==> src/rtl/compressor_feeder.sv <==
// rtl/compressor_feeder.sv - stream-to-wishbone feeder for the compressor data-input register
//
// Buffers a 32-bit input stream in a small FIFO and writes each word, one
// wishbone single write at a time, to the compressor data register.
// Optional feature macro: FEEDER_TIMEOUT_EN (ack watchdog, TIMEOUT_CYCLES).
//
// Ports:
//   clk, reset_n          clock, asynchronous active-low reset
//   data, valid           input stream word and qualifier (no backpressure)
//   wb_cyc_o/stb_o/we_o   wishbone master cycle, strobe, write enable
//   wb_sel_o, wb_adr_o    byte select, word address
//   wb_dat_o              write data (FIFO head)
//   wb_ack_i, wb_err_i    slave acknowledge / error
//   count                 words acknowledged (saturating)
//   overflow, bus_error   sticky status flags
module compressor_feeder #(
    parameter int         FIFO_DEPTH     = 16,
    parameter logic [2:0] DATA_ADR       = 3'd0,
    parameter int         TIMEOUT_CYCLES = 255
) (
    input  logic        clk,
    input  logic        reset_n,
    input  logic [31:0] data,
    input  logic        valid,
    output logic        wb_cyc_o,
    output logic        wb_stb_o,
    output logic        wb_we_o,
    output logic [3:0]  wb_sel_o,
    output logic [2:0]  wb_adr_o,
    output logic [31:0] wb_dat_o,
    input  logic        wb_ack_i,
    input  logic        wb_err_i,
    output logic [20:0] count,
    output logic        overflow,
    output logic        bus_error
);

    localparam int AW = $clog2(FIFO_DEPTH);

    typedef enum logic [1:0] {
        IDLE  = 2'd0,
        WRITE = 2'd1,
        GAP   = 2'd2,
        HALT  = 2'd3
    } state_t;

    state_t      state_q, state_d;
    logic [31:0] mem_q [FIFO_DEPTH];
    logic [AW:0] wr_ptr_q, wr_ptr_d;
    logic [AW:0] rd_ptr_q, rd_ptr_d;
    logic [20:0] count_q, count_d;
    logic        overflow_q, overflow_d;
    logic        bus_error_q, bus_error_d;
    logic        cyc_q, cyc_d;
    logic [3:0]  sel_q, sel_d;
    logic [2:0]  adr_q, adr_d;
    logic [31:0] dat_q, dat_d;

    logic fifo_empty;
    logic fifo_full;
    logic push;
    logic pop;
    logic timeout;

    // Extra pointer MSB distinguishes full from empty when the index bits match.
    assign fifo_empty = (wr_ptr_q == rd_ptr_q);
    assign fifo_full  = (wr_ptr_q[AW] != rd_ptr_q[AW]) &&
                        (wr_ptr_q[AW-1:0] == rd_ptr_q[AW-1:0]);

    // Full is judged on pre-edge occupancy, so a same-edge pop never admits a push.
    assign push = valid && !fifo_full;
    assign pop  = (state_q == WRITE) && wb_ack_i && !wb_err_i;

`ifdef FEEDER_TIMEOUT_EN
    logic [31:0] wd_q, wd_d;

    assign timeout = (state_q == WRITE) && !wb_ack_i && !wb_err_i &&
                     (wd_q == 32'(TIMEOUT_CYCLES - 1));

    // Cleared whenever WRITE is (re)entered, counts every cycle spent in WRITE.
    always_comb begin
        wd_d = 32'd0;
        if (state_q == WRITE && state_d == WRITE) begin
            wd_d = wd_q + 32'd1;
        end
    end

    always_ff @(posedge clk or negedge reset_n) begin
        if (!reset_n) begin
            wd_q <= 32'd0;
        end else begin
            wd_q <= wd_d;
        end
    end
`else
    assign timeout = 1'b0;
`endif

    always_comb begin
        state_d     = state_q;
        wr_ptr_d    = wr_ptr_q;
        rd_ptr_d    = rd_ptr_q;
        count_d     = count_q;
        bus_error_d = bus_error_q;
        overflow_d  = overflow_q | (valid && fifo_full);

        if (push) begin
            wr_ptr_d = wr_ptr_q + 1'b1;
        end

        case (state_q)
            IDLE: begin
                if (!fifo_empty) begin
                    state_d = WRITE;
                end
            end
            WRITE: begin
                // Error (or watchdog expiry) wins over a simultaneous ack.
                if (wb_err_i || timeout) begin
                    bus_error_d = 1'b1;
                    state_d     = HALT;
                end else if (wb_ack_i) begin
                    rd_ptr_d = rd_ptr_q + 1'b1;
                    if (count_q != 21'h1FFFFF) begin
                        count_d = count_q + 21'd1;
                    end
                    state_d = GAP;
                end
            end
            GAP: begin
                state_d = fifo_empty ? IDLE : WRITE;
            end
            default: begin
                state_d = HALT;
            end
        endcase

        // Bus outputs are registered from the next state. Whenever WRITE is the
        // next state no pop happens on this edge, so the head is mem[rd_ptr_q].
        cyc_d = (state_d == WRITE);
        sel_d = cyc_d ? 4'hF : 4'h0;
        adr_d = cyc_d ? DATA_ADR : 3'd0;
        dat_d = cyc_d ? mem_q[rd_ptr_q[AW-1:0]] : 32'd0;
    end

    // Storage array needs no reset: the pointers define which entries are live.
    always_ff @(posedge clk) begin
        if (push) begin
            mem_q[wr_ptr_q[AW-1:0]] <= data;
        end
    end

    always_ff @(posedge clk or negedge reset_n) begin
        if (!reset_n) begin
            state_q     <= IDLE;
            wr_ptr_q    <= '0;
            rd_ptr_q    <= '0;
            count_q     <= 21'd0;
            overflow_q  <= 1'b0;
            bus_error_q <= 1'b0;
            cyc_q       <= 1'b0;
            sel_q       <= 4'h0;
            adr_q       <= 3'd0;
            dat_q       <= 32'd0;
        end else begin
            state_q     <= state_d;
            wr_ptr_q    <= wr_ptr_d;
            rd_ptr_q    <= rd_ptr_d;
            count_q     <= count_d;
            overflow_q  <= overflow_d;
            bus_error_q <= bus_error_d;
            cyc_q       <= cyc_d;
            sel_q       <= sel_d;
            adr_q       <= adr_d;
            dat_q       <= dat_d;
        end
    end

    assign wb_cyc_o  = cyc_q;
    assign wb_stb_o  = cyc_q;
    assign wb_we_o   = cyc_q;
    assign wb_sel_o  = sel_q;
    assign wb_adr_o  = adr_q;
    assign wb_dat_o  = dat_q;
    assign count     = count_q;
    assign overflow  = overflow_q;
    assign bus_error = bus_error_q;

endmodule

==> config.mk <==
export PLATFORM = sky130hd
export DESIGN_NAME = compressor_feeder
export DESIGN_NICKNAME = d
export VERILOG_FILES = /design/src/rtl/compressor_feeder.sv
export SDC_FILE = /design/constraint.sdc
export NUM_CORES = 1
export LEC_CHECK = 0
export BUFFER_PORTS_ARGS = -buffer_cell sky130_fd_sc_hd__buf_2
export CORE_ASPECT_RATIO = 1.2
export CORE_MARGIN = 2
export CORE_UTILIZATION = 61
export CTS_CLUSTER_DIAMETER = 60
export DETAILED_ROUTE_END_ITERATION = 8
export GPL_TIMING_DRIVEN = 0
export PLACE_DENSITY = 0.79
export SKIP_CTS_REPAIR_TIMING = 1
export SLEW_MARGIN = 20
export SYNTH_ARGS = -nofsm -noshare
export SYNTH_HDL_FRONTEND = slang
export SYNTH_SLANG_ARGS = --single-unit
==> constraint.sdc <==
create_clock -name clk -period 3 [get_ports clk]
set_input_delay 0.3 -clock clk [delete_from_list [all_inputs] [get_ports clk]]
set_output_delay 0.3 -clock clk [all_outputs]
set_load 0.05 [all_outputs]
; After elaboration in Yosys (flattened, before gate mapping)
; Memories as Yosys holds them, arrays and structs flattened.
; Index checks and enable logic that the tools add are counted.
[totals]
register_bits = 72
ramBits = 512
inputBits = 37
wordCells = 39
mem_count = 1
[mem_list]
columns = memory, words, width, read_ports, rd_ports_with_merged_regs, write_ports, line
row1 = mem_q, 16, 32, 1, 0, 1, 48  ; logic [31:0] mem_q [FIFO_DEPTH];
[classes]
add_sub_neg = 3
eq_ne = 7
n_mux = 9
bitwise = 2
n_reduce_logical = 8
[op_table]
columns = op, count
row1 = $mux W32, 1
row2 = $add A21 B1 Y21 const B, 1
row3 = $ne A21 B21 Y1 const B, 1
row4 = $add A5 B1 Y5 const B, 2
row5 = $mux W2, 3
row6 = $pmux W2 S3, 1
row7 = $eq A5 B5 Y1, 1
row8 = $eq A2 B1 Y1 const B, 2
row9 = $eq A4 B4 Y1, 1
row10 = $mux W4, 1
row11 = $reduce_and A4 Y1, 1
row12 = $logic_and A1 B1 Y1, 3
row13 = $mux W1, 3
row14 = $reduce_and A3 Y1, 1
row15 = $eq A2 B2 Y1 const B, 1
row16 = $logic_not A2 Y1, 1
row17 = $reduce_and A2 Y1, 1
row18 = $logic_not A1 Y1, 1
row19 = $ne A1 B1 Y1, 1
row20 = $not A1 Y1, 1
row21 = $or A1 B1 Y1, 1

; Logic depth before layout (Yosys ltp)
; Gate-level depths: netlist of the first run.
[logic_depth]
word_depth = 6
ltp_mapped = 8
mapped_depth_nobuf = 6

; Worst setup path before layout of the first run
; Ideal clock, no wire load.
[synth_path]
path_kind = reg-to-reg
from = reg rd_ptr_q[1]
to = mem mem_q[0][0], enable pin
setup_ps = 392
arrival_ps = 2056
required_time_ps = 2608
setup_slack_ps = 552
path_stages_with_launch = 7
n_path_buf = 1
synth_period_minus_slack_ps = 2448
cell_sequence = dfrtp_1 buf_2 xnor2_1 nand4_1 o21a_1 nor2b_1 and3b_1
[synth_via]
elab_chain_cells = 6
[synth_lines]
columns = element, line
row1 = start: declaration, 50  ; logic [AW:0] rd_ptr_q, rd_ptr_d;
row2 = start signal: assignment, 168  ; rd_ptr_q <= rd_ptr_d;
row3 = $eq A4 B4 Y1, 68  ; (wr_ptr_q[AW-1:0] == rd_ptr_q[AW-1:0]);
row4 = $logic_and A1 B1 Y1, 67  ; assign fifo_full = (wr_ptr_q[AW] != rd_ptr_q[AW]) &&
row5 = $logic_not A1 Y1, 71  ; assign push = valid && !fifo_full;
row6 = $logic_and A1 B1 Y1, 71
row7 = $mux W1, 148  ; if (push) begin
row8 = $mux W1 (not written as such), 149  ; mem_q[wr_ptr_q[AW-1:0]] <= data;
row9 = end: declaration, 48
; No other way between the ends.

; Worst setup path after layout of the first run
[layout_path]
from = reg rd_ptr_q[1]
to = mem mem_q[8][14], enable pin
; The elaborated chain is that of the path after synthesis.

==> results of run 1 <==
registers in the layout, summed over array words and instances, names as in the netlist:
register   count
rd_ptr_q       5
wb_sel_o       1
mem_q        512
overflow       1
wr_ptr_q       5
wb_dat_o      32
state_q        2
bus_error      1
count         21
power by group through the flow:
stage / clock network [µW] / registers (µW) / logic [µW]
after detailed placement: 0 / 9900 / 2540
after global placement: 0 / 9900 / 2290
after floorplan: 0 / 9890 / 1600
after global routing: 6740 / 9790 / 2690
final: 6370 / 9750 / 2550
after CTS: 6430 / 9750 / 2570
path summary, 6_finish.rpt:
kind / depth (start not counted) / slack, ns / endpoint / from
max in group asynchronous: 3 / 2.24 / wb_dat_o[18] / reset_n
max: 7 / 0.32 / mem_q[8][14] / rd_ptr_q[1]
min in group asynchronous: 2 / 0.17 / wb_dat_o[2] / reset_n
min: 2 / 0.008 / state_q[1] / wb_ack_i
min reg2reg: 1 / 0.49 / rd_ptr_q[4] / rd_ptr_q[4]
max reg2reg: 7 / 0.32 / mem_q[8][14] / rd_ptr_q[1]
cell type report:
class,count,share of cell area (%)
Inverter,5,0.07478
Multi-Input combinational cell,362,17.95
Buffer,62,1.491
Timing Repair Buffer,117,3.580
Antenna cell,1,0.009971
Sequential cell,580,68.04
Clock inverter,31,0.8974
Clock buffer,65,5.624
Tap cell,468,2.333
logic make-up after synthesis:
| logic type | synth area share [%] |
|---|---|
| mux | 13.23 |
| buf+inv | 1.790 |
| flops | 77.81 |
| fa+ha+maj | 0.3421 |
| other cells | 0.01709 |
| compound gates | 3.301 |
| xor+xnor | 1.237 |
| simple gates | 2.275 |
per-layer routing:
layer / vias to the layer above / share of wire (%) / GRT usage (%)
li1: 4534 / - / -
met1: 5742 / 37 / 36.46
met2: 656 / 51 / 45.11
met3: 86 / 8.8 / 5.136
met4: 2 / 2.7 / 8.578
met5: - / 0.029 / 0
metrics by stage:
step,util (%),hold slack [ns]
after CTS,70.32,-0.3956
after global placement,64.58,0.4704
after floorplan,-,0.004409
after global routing,70.37,0.01194
final,70.38,0.007933
after detailed placement,65.73,0.2189
placed cells by master, fill, tap and decap left out, types with 3 or more instances in the layout:
master      netlist  routed
a21oi_1          34      34
a22oi_1          62      62
and2_1            3       3
and3_1           11       3
and3_2            0       8
and4_1            7       3
and4_2            0       4
buf_12            0      11
buf_16            0       6
buf_2            26     123
buf_4            11      12
buf_6             9       9
clkbuf_1         16      24
clkbuf_16         0      53
clkbuf_8          0       4
clkinv_1          0       7
clkinv_2          0      14
clkinvlp_4        0       4
conb_1            1       3
dfrtp_1          68      68
edfxtp_1        512     512
ha_1              6       6
inv_1             4       4
mux4_2          127     127
nand2_1          12      12
nand3_1          13      13
nand4_1          11      11
nor2_1           10      10
nor2b_1           4       4
xnor2_1          26      26
xor2_1            5       5
worst register-to-register path: stages, from the launching register on:
cell	delay [ns]
dfrtp_1	0.40
buf_2	0.20
xnor2_1	0.15
nand4_1	0.15
o21a_1	0.26
nor2b_1	0.29
and3_2	0.66
buf_16	0.26
==> run summary, run 1 <==
Worst Slack Setup Final: 0.3231 ns
First-pass GRT wire length: 72060 µm
Final Cycle Share: 89.23%
Layout cells sized above 1: 32.08%
EDFF count, synth: 512
Sequential fraction of the synthesis area: 77.81%
Net Sw Power: 4516 µW
Worst-path fanout max: 18
Library cells used by synthesis: 44
Clk sinks: 580
Status: finished clean
Total GRT Usage: 26.98%
Area share of the largest cell type after synthesis: 70.06%
Worst skew pair latency: 0.58 ns
Via count: 11020
Area after DPL: 23440 µm²
Required time worst endpoint: 3.28 ns
Avg Cell Area, Syn: 21.79 µm²
Reg area: 17080 µm²
Total power: 18660 µW
Kind of critical path: reg2reg
Routed wire length: 48950 µm
Power per cell area: 743.6 nW/µm²
P_int: 14150 µW
Multi-input logic area: 4504 µm²
Largest cells by area after synthesis: edfxtp_1 (70%), mux4_2 (13%), dfrtp_1 (7.8%)
IO Count: 102
Async S/R FF share, synth: 11.72%
CTS Buf Count: 52
Leak: 0.008547 µW
Maximum capacitance violations: 0
Final Slew Violations: 0
Cells after Synth: 1007
Clk root buf: clkbuf_16
Worst-Margin Slew: 0.9223 ns
Post-Layout Cell Count: 1691
Sw Ratio: 24.20%
Worst Path Arrival: 2.95 ns
Most common cell in the netlist: edfxtp_1
Slowest-stage cell, CP: and3_2
Logic pwr share: 13.6%
CP max stage delay: 0.66 ns
Avg Vias per Cell: 6.517
CTS clk-pin slew, worst paths: 0.06 ns
WL per Instance: 28.95 µm
Clock group share of total power: 34.1%
Top cell family by delay on the critical path: simple AND/OR/NAND/NOR gates
CP startpoint kind: register
CTS max path bufs: 3
Ys flop type: edfxtp_1
Post-Syn Area: 21950 µm²
Syn. warnings: 0
Die Y: 211.8 µm
Setup TNS: 0 ns
Htree depth: 2
Final setup violation count: 0
Filler cells: 2082
Starting Density: 61.54%
Nets: 1223
Cell chain of the critical path: buf_2 -> xnor2_1 -> nand4_1 -> o21a_1 -> nor2b_1 -> and3_2 -> buf_16
Synth area leader: edfxtp_1
Chip width: 177.2 µm
RSZ-0062 raised after global routing: no
Floorplan core area: 35660 µm²
Buf+Inv Stages, Crit Path: 2
Maximum VDD drop: 0.5556 mV
Initial antenna violation count: 2
Vias in the first global route: 11179
IO Port Bufs: 98
Worst min path class: in2reg
Total global routing overflow: 0
Site row count: 76
CP endpoint kind: register
Drt first pass iters: 5
Hold Vio Cnt, Final: 0
Cell area after layout: 25100 µm²
Final HPWL DP: 28710 µm
Min Tclk post-route: 2.677 ns
Routed Antenna Nets: 0
Slew headroom: 38.51%
Fmax achieved: 373.6 MHz
Largest net degree at the start of global routing: 49
Drt drc: 0
DIE AREA: 37520 µm²
Synthesis-to-layout area growth: 14.36%
Worst Clk Skew: 0.01794 ns
Place WS: 0.3507 ns
Synth top cells by count: edfxtp_1 (512), mux4_2 (127), dfrtp_1 (68)
FF+latch count, synth: 580
CTS tree: done
Flop pwr share: 52.2%
Detailed Route Iter0 Violations: 1283
Routability cong.: 0.8313
Placed insts: 1592
(Power assumes the default switching activity.)
==> run 2, diff against run 1 <==
--- a/config.mk
+++ b/config.mk
@@ -8,11 +8,10 @@
 export BUFFER_PORTS_ARGS = -buffer_cell sky130_fd_sc_hd__buf_2
 export CORE_ASPECT_RATIO = 1.2
 export CORE_MARGIN = 2
-export CORE_UTILIZATION = 61
+export CORE_UTILIZATION = 33
 export CTS_CLUSTER_DIAMETER = 60
 export DETAILED_ROUTE_END_ITERATION = 8
 export GPL_TIMING_DRIVEN = 0
-export PLACE_DENSITY = 0.79
 export SKIP_CTS_REPAIR_TIMING = 1
 export SLEW_MARGIN = 20
 export SYNTH_ARGS = -nofsm -noshare
==> run summary, run 2 (synthesis gave the netlist of run 1 again) <==
Min Tclk post-route: 2.653 ns (was 2.677 ns)
Levels on crit path: 7 (unchanged)
Final core utilization: 39.14% (was 70.38%)
Vias in the first global route: 11238 (was 11179)
Final Cycle Share: 88.43% (was 89.23%)
Maximum VDD drop: 0.4652 mV (was 0.5556 mV)
Cell chain of the critical path: buf_2 -> xnor2_1 -> nand4_1 -> o21a_1 -> buf_2 -> and3_2 -> buf_16 (was buf_2 -> xnor2_1 -> nand4_1 -> o21a_1 -> nor2b_1 -> and3_2 -> buf_16)
Worst Setup SP: rd_ptr_q[1] (unchanged)
FF-to-FF setup slack: 0.35 ns (was 0.32 ns)
Sw Ratio: 24.16% (was 24.20%)
Status: finished clean (unchanged)
Routability cong.: 0.6999 (was 0.8313)
Most frequent cells in the layout: edfxtp_1 (512), mux4_2 (127), buf_2 (123) (unchanged)
First-pass GRT wire length: 74350 µm (was 72060 µm)
Most frequent CP cell: buf_2
Setup TNS: 0 ns (unchanged)
Required time worst endpoint: 3.32 ns (was 3.28 ns)
Via count: 10576 (was 11020)
Flop pwr share: 50.1% (was 52.2%)
Top cell family by delay on the critical path: simple AND/OR/NAND/NOR gates (unchanged)
Largest net degree at the start of global routing: 44 (was 49)
CP max stage delay: 0.73 ns (was 0.66 ns)
Place WS: 0.3372 ns (was 0.3507 ns)
Total GRT Usage: 14.89% (was 26.98%)
Buf+Inv Stages, Crit Path: 3 (was 2)
WL per Instance: 23.81 µm (was 28.95 µm)
Post-Layout Cell Count: 2121 (was 1691)
Total power: 19410 µW (was 18660 µW)
Worst-Margin Slew: 0.8402 ns (was 0.9223 ns)
Power per cell area: 752.9 nW/µm² (was 743.6 nW/µm²)
Net Sw Power: 4688 µW (was 4516 µW)
Worst-path fanout max: 20 (was 18)
Fmax achieved: 377.0 MHz (was 373.6 MHz)
R2R cell count: 7 (unchanged)
Detailed Route Iter0 Violations: 790 (was 1283)
Site row count: 103 (was 76)
P_int: 14720 µW (was 14150 µW)
CTS Buf Count: 59 (was 52)
Die Y: 286.5 µm (was 211.8 µm)
Number of flip-flops in the largest register: 512 (unchanged)
R2R Path Start: rd_ptr_q[1] (unchanged)
Hold Vio Cnt, Final: 0 (unchanged)
Drt first pass iters: 7 (was 5)
Layout cells sized above 1: 31.62% (was 32.08%)
DIE AREA: 68590 µm² (was 37520 µm²)
CTS tree: done (unchanged)
IO Port Bufs: 98 (unchanged)
Final HPWL DP: 31340 µm (was 28710 µm)
Final setup violation count: 0 (unchanged)
Worst min path class: in2reg (unchanged)
Floorplan core area: 65850 µm² (was 35660 µm²)
CP startpoint kind: register (unchanged)
Leak: 0.008607 µW (was 0.008547 µW)
Placed insts: 2011 (was 1592)
Worst Slack Setup Final: 0.3472 ns (was 0.3231 ns)
Clk root buf: clkbuf_16 (unchanged)
Slew headroom: 43.99% (was 38.51%)
Worst Clk Skew: 0.02040 ns (was 0.01794 ns)
Chip width: 239.4 µm (was 177.2 µm)
Worst Path Arrival: 2.97 ns (was 2.95 ns)
Commonest non-fill, non-tap cell in the layout: edfxtp_1 (unchanged)
Initial antenna violation count: 3 (was 2)
Final Slew Violations: 0 (unchanged)
Drt drc: 0 (unchanged)
RSZ-0062 raised after global routing: no (unchanged)
Filler cells: 5840 (was 2082)
Avg Vias per Cell: 4.986 (was 6.517)
Routed wire length: 50500 µm (was 48950 µm)
Clk sinks: 580 (unchanged)
CP endpoint kind: register (unchanged)
Starting Density: 33.33% (was 61.54%)
Clock group share of total power: 37.2% (was 34.1%)
Worst skew pair latency: 0.62 ns (was 0.58 ns)
Total global routing overflow: 0 (unchanged)
CTS clk-pin slew, worst paths: 0.06 ns (about the same)
CTS max path bufs: 3 (unchanged)
Kind of critical path: reg2reg (unchanged)
Critical path destination: mem_q[6][20] (was mem_q[8][14])
IO Count: 102 (unchanged)
Logic pwr share: 12.8% (was 13.6%)
Synthesis-to-layout area growth: 17.45% (was 14.36%)
Maximum capacitance violations: 0 (unchanged)
Htree depth: 2 (unchanged)
RR Endpoint: mem_q[6][20] (was mem_q[8][14])
Nets: 1227 (was 1223)
Slowest-stage cell, CP: and3_2 (unchanged)
Routed Antenna Nets: 0 (unchanged)
==> run 2: cell types whose count changed in the layout (fill, tap and decap cells not counted), sizes merged <==
cell,previous run,this run
clkinvlp,5,2
inv,7,9
clkinv,22,16
buf,161,156
dlygate4sd3,2,4
bufinv,2,5
diode,1,2
clkbuf,81,93
==> run 2: layout make-up <==
class,instances,area (µm²),share of cell area (%)
Timing Repair Buffer,114,780.7,3.029
Inverter,5,18.77,0.07281
Antenna cell,2,5.005,0.01942
Clock inverter,27,322.8,1.252
Buffer,62,374.1,1.451
Clock buffer,77,1564,6.068
Multi-Input combinational cell,362,4518,17.53
Tap cell,892,1116,4.330
Sequential cell,580,17080,66.25
==> run 2: worst min path at each step <==
stage | start | to | slack, ns | cells past startpoint
floorplan | reset_n | bus_error | 0.004 | 0
global placement | overflow | overflow | 0.44 | 1
detailed placement | reset_n | count[20] | 0.39 | 1
CTS | reset_n | count[20] | -0.27 | 1
global route | data[2] | mem_q[7][2] | 0.04 | 1
finish | data[19] | mem_q[0][19] | 0.06 | 1
==> run 2: power by group through the flow <==
stage                     registers [µW]  clock network (µW)  logic, µW
final                               9720                7210       2470
after global routing                9770                7690       2680
after CTS                           9730                7380       2540
after detailed placement            9890                   0       2540
after global placement              9900                   0       2360
after floorplan                     9890                   0       1600
==> run 2: through the flow <==
step | area (µm²) | hold WS, ns
after floorplan | 21950 | 0.004409
after global placement | 23560 | 0.4448
after detailed placement | 23840 | 0.3949
after CTS | 25730 | -0.2726
after global routing | 25770 | 0.03564
final | 25780 | 0.06075
==> run 2: layer usage <==
metal,track usage (%),wire length (µm),vias to the layer above,share of wire (%)
li1,-,-,4550,-
met1,18.65,20160,5632,40
met2,26.40,26570,322,53
met3,2.963,2808,70,5.6
met4,3.766,943,2,1.9
met5,0,13,-,0.026
